[config.mk]
export PLATFORM = sky130hd
export DESIGN_NAME = scan_test_ctrl_flat
export DESIGN_NICKNAME = d
export VERILOG_FILES = /design/src/rtl/dft_pkg.sv /design/src/rtl/scan_test_ctrl_if.sv /design/src/rtl/scan_shift_reg.sv /design/src/rtl/scan_test_ctrl.sv /design/src/flat_wrapper.sv
export SDC_FILE = /design/constraint.sdc
export NUM_CORES = 1
export LEC_CHECK = 0
export CAP_MARGIN = 40
export CORE_ASPECT_RATIO = 0.5
export CORE_MARGIN = 1.5
export CORE_UTILIZATION = 54
export CTS_CLUSTER_DIAMETER = 60
export CTS_CLUSTER_SIZE = 14
export DETAILED_ROUTE_END_ITERATION = 8
export GPL_ROUTABILITY_DRIVEN = 0
export GPL_TIMING_DRIVEN = 1
export HOLD_SLACK_MARGIN = 0.06
export PLACE_DENSITY = 0.84
export SYNTH_ARGS = -nofsm -noshare
export SYNTH_HDL_FRONTEND = slang
export SYNTH_SLANG_ARGS = --single-unit
[constraint.sdc]
create_clock -name clk -period 5.1 [get_ports clk]
set_input_delay 1.275 -clock clk [delete_from_list [all_inputs] [get_ports clk]]
set_output_delay 1.275 -clock clk [all_outputs]
set_load 0.05 [all_outputs]
[src/rtl/dft_pkg.sv]
// Shared types and helpers for the scan test sequencer: FSM state encoding and
// the shift-counter width derivation.
package dft_pkg;

  localparam int unsigned DEF_CHAIN_LEN = 2;
  localparam int unsigned DEF_CNT_W     = 8;

  typedef enum logic [2:0] {
    StIdle,
    StShiftIn,
    StCapture,
    StShiftOut,
    StDone
  } state_e;

  // Shift counter must represent 0..chain_len.
  function automatic int unsigned shift_cnt_w(input int unsigned chain_len);
    return $clog2(chain_len + 1);
  endfunction

endpackage

[src/rtl/scan_test_ctrl_if.sv]
// Host/chain-facing signal bundle of the scan test sequencer.
// The slave modport is the controller; the master modport is the host and scan chain side.
interface scan_test_ctrl_if
  import dft_pkg::*;
#(
    parameter int unsigned CHAIN_LEN = DEF_CHAIN_LEN,
    parameter int unsigned CNT_W     = DEF_CNT_W
);
    logic                 start;
    logic                 abort;
    logic [CHAIN_LEN-1:0] pattern_in;
    logic [CHAIN_LEN-1:0] expected_in;
    logic                 scan_out;
    logic                 scan_en;
    logic                 scan_in;
    logic                 busy;
    logic                 done;
    logic                 pass;
    logic [CHAIN_LEN-1:0] response;
    logic [CNT_W-1:0]     pattern_cnt;
    logic [CNT_W-1:0]     fail_cnt;

    modport master (
        output start, abort, pattern_in, expected_in, scan_out,
        input  scan_en, scan_in, busy, done, pass, response, pattern_cnt, fail_cnt
    );

    modport slave (
        input  start, abort, pattern_in, expected_in, scan_out,
        output scan_en, scan_in, busy, done, pass, response, pattern_cnt, fail_cnt
    );

endinterface

[src/rtl/scan_shift_reg.sv]
// Parallel-load / serial-shift register; shifts left with ser_in entering at the LSB.
module scan_shift_reg
  import dft_pkg::*;
#(
    parameter int unsigned WIDTH = DEF_CHAIN_LEN
) (
    input  logic             clk,
    input  logic             rst,
    input  logic             load,
    input  logic             shift,
    input  logic             ser_in,
    input  logic [WIDTH-1:0] load_val,
    output logic [WIDTH-1:0] q
);

    always_ff @(posedge clk or posedge rst) begin
        if (rst) begin
            q <= '0;
        end else if (load) begin
            q <= load_val;
        end else if (shift) begin
            q <= WIDTH'({q, ser_in});
        end
    end

endmodule

[src/rtl/scan_test_ctrl.sv]
// Scan test sequencer: shift stimulus in, capture once, shift response out, compare and
// keep saturating pattern/fail counts.
module scan_test_ctrl
  import dft_pkg::*;
#(
    parameter int unsigned CHAIN_LEN = DEF_CHAIN_LEN,
    parameter int unsigned CNT_W     = DEF_CNT_W
) (
    input logic             clk,
    input logic             rst,
    scan_test_ctrl_if.slave bus
);

    localparam int unsigned SHIFT_CNT_W = shift_cnt_w(CHAIN_LEN);
    localparam logic [SHIFT_CNT_W-1:0] LAST_BIT = SHIFT_CNT_W'(CHAIN_LEN - 1);
    localparam logic [CNT_W-1:0] CNT_MAX = '1;

    state_e                 state_q;
    logic [SHIFT_CNT_W-1:0] bit_cnt_q;
    logic                   scan_en_q, scan_in_q, done_q, pass_q;
    logic [CHAIN_LEN-1:0]   expected_q, response_q;
    logic [CNT_W-1:0]       pattern_cnt_q, fail_cnt_q;
    logic [CHAIN_LEN-1:0]   stim_q, resp_q, resp_next;
    logic                   accept, resp_match, unused_stim;

    assign accept      = (state_q == StIdle) && bus.start && !bus.abort;
    assign resp_next   = CHAIN_LEN'({resp_q, bus.scan_out});
    assign resp_match  = (resp_next == expected_q);
    assign unused_stim = ^stim_q;

    // MSB is presented directly at accept, so the shifter holds the remaining bits.
    scan_shift_reg #(.WIDTH(CHAIN_LEN)) u_stim (
        .clk      (clk),
        .rst      (rst),
        .load     (accept),
        .shift    (state_q == StShiftIn),
        .ser_in   (1'b0),
        .load_val (bus.pattern_in << 1),
        .q        (stim_q)
    );

    scan_shift_reg #(.WIDTH(CHAIN_LEN)) u_resp (
        .clk      (clk),
        .rst      (rst),
        .load     (1'b0),
        .shift    (state_q == StShiftOut),
        .ser_in   (bus.scan_out),
        .load_val ('0),
        .q        (resp_q)
    );

    always_ff @(posedge clk or posedge rst) begin
        if (rst) begin
            state_q       <= StIdle;
            bit_cnt_q     <= '0;
            scan_en_q     <= 1'b0;
            scan_in_q     <= 1'b0;
            done_q        <= 1'b0;
            pass_q        <= 1'b0;
            expected_q    <= '0;
            response_q    <= '0;
            pattern_cnt_q <= '0;
            fail_cnt_q    <= '0;
        end else begin
            done_q <= 1'b0;
            if (bus.abort && state_q != StIdle) begin
                state_q   <= StIdle;
                bit_cnt_q <= '0;
                scan_en_q <= 1'b0;
                scan_in_q <= 1'b0;
            end else begin
                unique case (state_q)
                    StIdle: begin
                        if (accept) begin
                            expected_q <= bus.expected_in;
                            bit_cnt_q  <= '0;
                            scan_en_q  <= 1'b1;
                            scan_in_q  <= bus.pattern_in[CHAIN_LEN-1];
                            state_q    <= StShiftIn;
                        end
                    end
                    StShiftIn: begin
                        if (bit_cnt_q == LAST_BIT) begin
                            bit_cnt_q <= '0;
                            scan_en_q <= 1'b0;
                            scan_in_q <= 1'b0;
                            state_q   <= StCapture;
                        end else begin
                            bit_cnt_q <= bit_cnt_q + 1'b1;
                            scan_in_q <= stim_q[CHAIN_LEN-1];
                        end
                    end
                    StCapture: begin
                        scan_en_q <= 1'b1;
                        scan_in_q <= 1'b0;
                        state_q   <= StShiftOut;
                    end
                    StShiftOut: begin
                        if (bit_cnt_q == LAST_BIT) begin
                            // Results are registered on the final unload edge so they align with done.
                            bit_cnt_q  <= '0;
                            scan_en_q  <= 1'b0;
                            done_q     <= 1'b1;
                            pass_q     <= resp_match;
                            response_q <= resp_next;
                            if (pattern_cnt_q != CNT_MAX) pattern_cnt_q <= pattern_cnt_q + 1'b1;
                            if (!resp_match && fail_cnt_q != CNT_MAX) fail_cnt_q <= fail_cnt_q + 1'b1;
                            state_q    <= StDone;
                        end else begin
                            bit_cnt_q <= bit_cnt_q + 1'b1;
                        end
                    end
                    StDone:  state_q <= StIdle;
                    default: state_q <= StIdle;
                endcase
            end
        end
    end

    assign bus.scan_en     = scan_en_q;
    assign bus.scan_in     = scan_in_q;
    assign bus.busy        = (state_q != StIdle);
    assign bus.done        = done_q;
    assign bus.pass        = pass_q;
    assign bus.response    = response_q;
    assign bus.pattern_cnt = pattern_cnt_q;
    assign bus.fail_cnt    = fail_cnt_q;

endmodule

[src/flat_wrapper.sv]
// flat-port wrapper written by rule: the top's interface ports become plain ports
module scan_test_ctrl_flat import dft_pkg::*;
#(
    parameter int unsigned CHAIN_LEN = DEF_CHAIN_LEN,
    parameter int unsigned CNT_W     = DEF_CNT_W
)
  (clk, rst, bus_start, bus_abort, bus_pattern_in, bus_expected_in, bus_scan_out, bus_scan_en, bus_scan_in, bus_busy, bus_done, bus_pass, bus_response, bus_pattern_cnt, bus_fail_cnt);
  scan_test_ctrl_if #(.CHAIN_LEN(CHAIN_LEN), .CNT_W(CNT_W)) bus_i ();
  input logic clk;
  input logic rst;
  input wire logic [$bits(bus_i.start)-1:0] bus_start;
  input wire logic [$bits(bus_i.abort)-1:0] bus_abort;
  input wire logic [$bits(bus_i.pattern_in)-1:0] bus_pattern_in;
  input wire logic [$bits(bus_i.expected_in)-1:0] bus_expected_in;
  input wire logic [$bits(bus_i.scan_out)-1:0] bus_scan_out;
  output wire logic [$bits(bus_i.scan_en)-1:0] bus_scan_en;
  output wire logic [$bits(bus_i.scan_in)-1:0] bus_scan_in;
  output wire logic [$bits(bus_i.busy)-1:0] bus_busy;
  output wire logic [$bits(bus_i.done)-1:0] bus_done;
  output wire logic [$bits(bus_i.pass)-1:0] bus_pass;
  output wire logic [$bits(bus_i.response)-1:0] bus_response;
  output wire logic [$bits(bus_i.pattern_cnt)-1:0] bus_pattern_cnt;
  output wire logic [$bits(bus_i.fail_cnt)-1:0] bus_fail_cnt;
  assign bus_i.start = bus_start;
  assign bus_i.abort = bus_abort;
  assign bus_i.pattern_in = bus_pattern_in;
  assign bus_i.expected_in = bus_expected_in;
  assign bus_i.scan_out = bus_scan_out;
  assign bus_scan_en = bus_i.scan_en;
  assign bus_scan_in = bus_i.scan_in;
  assign bus_busy = bus_i.busy;
  assign bus_done = bus_i.done;
  assign bus_pass = bus_i.pass;
  assign bus_response = bus_i.response;
  assign bus_pattern_cnt = bus_i.pattern_cnt;
  assign bus_fail_cnt = bus_i.fail_cnt;
  scan_test_ctrl #(.CHAIN_LEN(CHAIN_LEN), .CNT_W(CNT_W)) u_core (.clk(clk), .rst(rst), .bus(bus_i));
endmodule
==> results of run 1 <==
report_power, final:
group / internal (uW) / switching, uW / total, uW
Sequential: 287 / 42.3 / 329
Clock: 123 / 87.6 / 211
Combinational: 96.6 / 158 / 254
layer usage:
layer  track usage (%)  part of all wire [%]  vias to the layer above
li1                  -                     -                      558
met1             26.12                    45                      544
met2             39.78                    50                       18
met3             6.364                   3.8                        7
met4             8.036                   1.1                        0
met5                 0                     0                        -
placed cells by master, fill, tap and decap left out, types with 2 or more instances in the layout:
cell and instances:
clkdlybuf4s50_1 31, dfrtp_1 31, xor2_1 16, nand2_1 15
nand3_1 8, inv_1 7, clkbuf_8 7, nor2_1 6
o21ai_0 6, mux2_2 5, nor3_1 4, a21oi_1 4
o31ai_1 3, nor4_1 3, nor3b_1 2, a211oi_1 2
ha_1 2
flip-flops by register name, indices dropped and copies added, names as in the netlist:
name,flops
u_core.bus.pattern_cnt,8
u_core.bus.pass,1
u_core.bus.scan_en,1
u_core.bus.response,2
u_core.bus.done,1
u_core.bus.fail_cnt,8
u_core.u_stim.q,1
u_core.bus.scan_in,1
u_core.u_resp.q,1
u_core.state_q,3
u_core.bit_cnt_q,2
u_core.expected_q,2
final timing paths:
| path | start | to | slack [ps] | cells after the start |
|---|---|---|---|---|
| setup / recovery | u_core.state_q[0]$_DFFE_PP0P_ | bus_busy | 1820 | 2 |
| hold / removal | u_core.bus.response[1]$_DFFE_PP0P_ | u_core.bus.response[1]$_DFFE_PP0P_ | 490 | 2 |
| setup reg to reg | u_core.bit_cnt_q[0]$_DFFE_PP0P_ | u_core.bus.pattern_cnt[1]$_DFFE_PP0P_ | 3130 | 4 |
| hold reg to reg | u_core.bus.response[1]$_DFFE_PP0P_ | u_core.bus.response[1]$_DFFE_PP0P_ | 490 | 2 |
| max in group asynchronous | rst | u_core.bus.scan_in$_DFFE_PP0P_ | 3460 | 3 |
| min in group asynchronous | rst | u_core.bus.fail_cnt[0]$_DFFE_PP0P_ | 1370 | 3 |
layout make-up:
class,count,area [um2],share of cell area [%]
clock buffers,8,100.1,5.135
flip-flops and latches,31,775.7,39.79
well taps,37,46.29,2.375
multi-input cells,96,683.2,35.04
inverters,7,26.28,1.348
repair buffers,32,317.8,16.30
logic make-up (layout without fill, tap and decap cells):
family / Yosys count / in the layout / synth area share, %
simple gates: 50 / 50 / 18.41
buf+inv: 12 / 47 / 4.191
compound gates: 22 / 22 / 11.34
flops: 31 / 31 / 50.94
mux: 5 / 5 / 3.697
fa+ha+maj: 2 / 2 / 1.643
xor+xnor: 17 / 17 / 9.778
worst max-delay path, cell delays in order (launching register included):
cell and delay [ps]:
dfrtp_1 460, or3_1 520, clkdlybuf4s50_1 740
per-stage QoR:
step	cell area (um2)	total power, uW	setup slack, ps
floorplan	1523	515.0	2586
global placement	1849	578.9	1858
detailed placement	1849	582.9	1798
CTS	1949	799.0	1823
global route	1949	835.0	1741
finish	1949	794.3	1822
==> reports/results.txt, run 1 <==
number of fill cells: 192
crit path time final: 3278 ps
H-Tree Depth: 2
Setup Viol. Count Final: 0
Worst EP arrival: 2000 ps
pin count of the biggest net entering global routing: 32
post-route antenna net violation count: 0
vias in the first global route: 1077
Synth Warn #: 0
initial antenna violation count: 0
Lkg Pwr: 0.0009383 uW
Fin Hold WS: 493.4 ps
share of cells above drive strength 1: 11.49%
outcome: finished, final reports clean
clk sinks: 31
fin util: 73.98%
Mapped Cells: 139
sequential share of the synthesized area: 50.94%
dpl hpwl: 2114 um
top cell type's share of synthesized area: 50.94%
core area: 0.002635 mm2
antenna cell count: 0
Max rail drop VDD: 0.2392 mV
crit path kind: reg -> out
CTS max path bufs: 2
non-filler cells, final: 211
worst min path class: reg -> reg
most numerous cell in the Yosys netlist: dfrtp_1
Synth Register Bits: 31
Fin. Hold Viols: 0
Worst-Margin Slew: 679.0 ps
# rows: 13
Post-CTS Setup Inserts: 0
Critical Path Fanout Max: 9
synthesized area: 0.001523 mm2
Initial DRC Count: 85
clock root cell: clkbuf_8
vias per cell: 5.341
list of most frequent post-synthesis cells: dfrtp_1, xor2_1, nand2_1
Die W: 78.10 um
first-pass GRT wire length: 4961 um
crit end category: primary output
drt total wl: 3077 um
Worst-path clk slew: 60 ps
synth top area cells: dfrtp_1, xor2_1, mux2_2
power density cells: 407.5 mW/mm2
clock skew: 3.885 ps
die area: 0.003167 mm2
Mean Syn Cell Area: 10.95 um2
CTS tree: done
TNS Setup: 0 ps
crit share post-route: 64.27%
Ports: 32
Slew Limit Headroom: 54.69%
fmax: 305.1 MHz
Synth cell types: 37
Total GRT Usage: 21.89%
FFs w/ async S/R, synth: 100.0%
Starting Density: 57.79%
post-CTS sizing: 0
clock latency at the later pin of the worst-skew pair: 280 ps
vias post-DR: 1127
# placed instances: 203
global route overflow: 0
Worst Setup Start Kind: flip-flop
area leader, netlist: dfrtp_1
# nets final: 184
die height: 40.55 um
Pre-antenna DRT Iters: 4
Post-synth EDFFs: 0
RSZ-0062 raised after global routing: false
synth-to-layout area growth: 28.02%
Syn Nets: 150
maxcap violations: 0
Req. time, crit path: 3830 ps
total CTS buffers: 5
Residual DRC: 0
CTS Hold Bufs: 0
PortBufs: 31
wire per inst: 14.58 um
Top FF cell, synth: dfrtp_1
Slew Limit Fails: 0
No activity file was read; power rests on OpenSTA's default activity.
==> run 2: changes to the inputs <==
--- a/config.mk
+++ b/config.mk
@@ -8,14 +8,14 @@
 export CAP_MARGIN = 40
 export CORE_ASPECT_RATIO = 0.5
 export CORE_MARGIN = 1.5
-export CORE_UTILIZATION = 54
+export CORE_UTILIZATION = 50
 export CTS_CLUSTER_DIAMETER = 60
 export CTS_CLUSTER_SIZE = 14
 export DETAILED_ROUTE_END_ITERATION = 8
 export GPL_ROUTABILITY_DRIVEN = 0
 export GPL_TIMING_DRIVEN = 1
 export HOLD_SLACK_MARGIN = 0.06
-export PLACE_DENSITY = 0.84
+export PLACE_DENSITY = 0.78
 export SYNTH_ARGS = -nofsm -noshare
 export SYNTH_HDL_FRONTEND = slang
 export SYNTH_SLANG_ARGS = --single-unit
==> constraint.sdc (replaced) <==
create_clock -name clk -period 3.34 [get_ports clk]
set_input_delay 0.835 -clock clk [delete_from_list [all_inputs] [get_ports clk]]
set_output_delay 0.835 -clock clk [all_outputs]
set_load 0.05 [all_outputs]
==> reports/results.txt, run 2 (same netlist as run 1, synthesis figures left out) <==
antenna cell count: 0
highest-count cells in the layout ignoring fill and taps: clkdlybuf4s50_1, dfrtp_1, xor2_1
Ports: 32
H-Tree Depth: 2
Die W: 81.05 um
Max rail drop VDD: 0.3465 mV
Seq. cell area: 775.7 um2
Req. time, crit path: 2500 ps
crit share post-route: 84.50%
# placed instances: 204
vias post-DR: 1118
RSZ-0062 raised after global routing: false
Total GRT Usage: 20.22%
crit path time final: 2822 ps
Setup crit start: u_core.state_q[0]$_DFFE_PP0P_
DP Area: 0.001857 mm2
Worst-path clk slew: 60 ps
first-pass GRT wire length: 5092 um
vias per cell: 5.274
non-filler cells, final: 212
TNS Setup: 0 ps
Initial DRC Count: 43
PortBufs: 31
Hold Path End: u_core.bus.response[1]$_DFFE_PP0P_
Starting Density: 55.72%
CTS tree: done
drt total wl: 2972 um
reg2reg path depth: 4
vias in the first global route: 1082
die height: 42.02 um
global route overflow: 0
outcome: finished, final reports clean
clock skew: 6.827 ps
core area: 0.002733 mm2
Design Area, Final: 0.001938 mm2
Slew Limit Fails: 0
power density cells: 602.9 mW/mm2
# rows: 13
share of cells above drive strength 1: 11.43%
Critical Path Fanout Max: 9
fin util: 70.92%
CTS Hold Bufs: 0
clock root cell: clkbuf_8
worst min path class: reg -> reg
Pre-antenna DRT Iters: 4
Post-CTS Setup Inserts: 0
crit end category: primary output
Lkg Pwr: 0.0009332 uW
pin count of the biggest net entering global routing: 32
initial antenna violation count: 0
maxcap violations: 0
crit path kind: reg -> out
Worst Setup Start Kind: flip-flop
reg2reg start: u_core.bit_cnt_q[1]$_DFFE_PP0P_
R2R setup slack: 1530 ps
die area: 0.003406 mm2
CTS max path bufs: 2
clock latency at the later pin of the worst-skew pair: 280 ps
Worst EP arrival: 1990 ps
post-route antenna net violation count: 0
Fin. Hold Viols: 0
Hold Path Stages: 2
Slew Limit Headroom: 58.09%
Worst-Margin Slew: 628.1 ps
Hold Startpoint: u_core.bus.response[1]$_DFFE_PP0P_
total CTS buffers: 5
dpl hpwl: 2076 um
post-CTS sizing: 0
fmax: 354.3 MHz
wire per inst: 14.02 um
r2r endpoint: u_core.bus.pattern_cnt[1]$_DFFE_PP0P_
# nets final: 185
Setup Viol. Count Final: 0
synth-to-layout area growth: 27.28%
Residual DRC: 0
clk sinks: 31
number of fill cells: 210
Multi-input gate area: 683.2 um2
run 2: cell count changes in the layout (fill, tap and decap cells not counted):
cell | previous run | this run
clkinv_2 | 0 | 1
clkbuf_8 | 7 | 5
buf_4 | 1 | 2
clkbuf_1 | 1 | 2
run 2: report_power, final:
part | internal (uW) | switching [uW] | leakage, uW
Sequential | 438 | 63.9 | 0.000420
Clock | 146 | 133 | 0.0000422
Combinational | 147 | 240 | 0.000471
run 2: per-stage QoR:
stage | total power (uW) | worst slack (ps) | hold WS [ps]
final | 1169 | 517.8 | 492.5
after global routing | 1230 | 451.3 | 518.1
after CTS | 1179 | 508.5 | 490.4
after detailed placement | 894.9 | 558.5 | 471.5
after global placement | 886.4 | 651.0 | 474.4
after floorplan | 786.3 | 1266 | 474.2
run 2: worst max-delay path by stage:
stage,cells past startpoint,to,slack (ps)
detailed placement,5,u_core.bus.pattern_cnt[1]$_DFFE_PP0P_,560
global placement,5,u_core.bus.pattern_cnt[1]$_DFFE_PP0P_,650
finish,2,bus_busy,520
floorplan,6,u_core.bus.pattern_cnt[1]$_DFFE_PP0P_,1270
global route,2,bus_busy,450
CTS,2,bus_busy,510
run 2: worst max-delay path: stages, from the launching register on:
cell and delay [ps]:
dfrtp_1 450, or3_1 520, clkdlybuf4s50_1 740
run 2: cell type report:
type,instances,area share [%]
sequential,31,40.03
clock buffer,7,3.938
multi-input combinational,96,35.25
tap,37,2.389
timing repair buffer,33,16.79
inverter,7,1.356
clock inverter,1,0.2582
run 2: metal layers:
layer | global-route usage (%) | wire length [um] | up-vias
met5 | 0 | 0 | -
met4 | 9.655 | 44 | 0
met3 | 5.870 | 109 | 7
met2 | 30.50 | 1394 | 22
met1 | 26.87 | 1424 | 535
li1 | - | - | 554
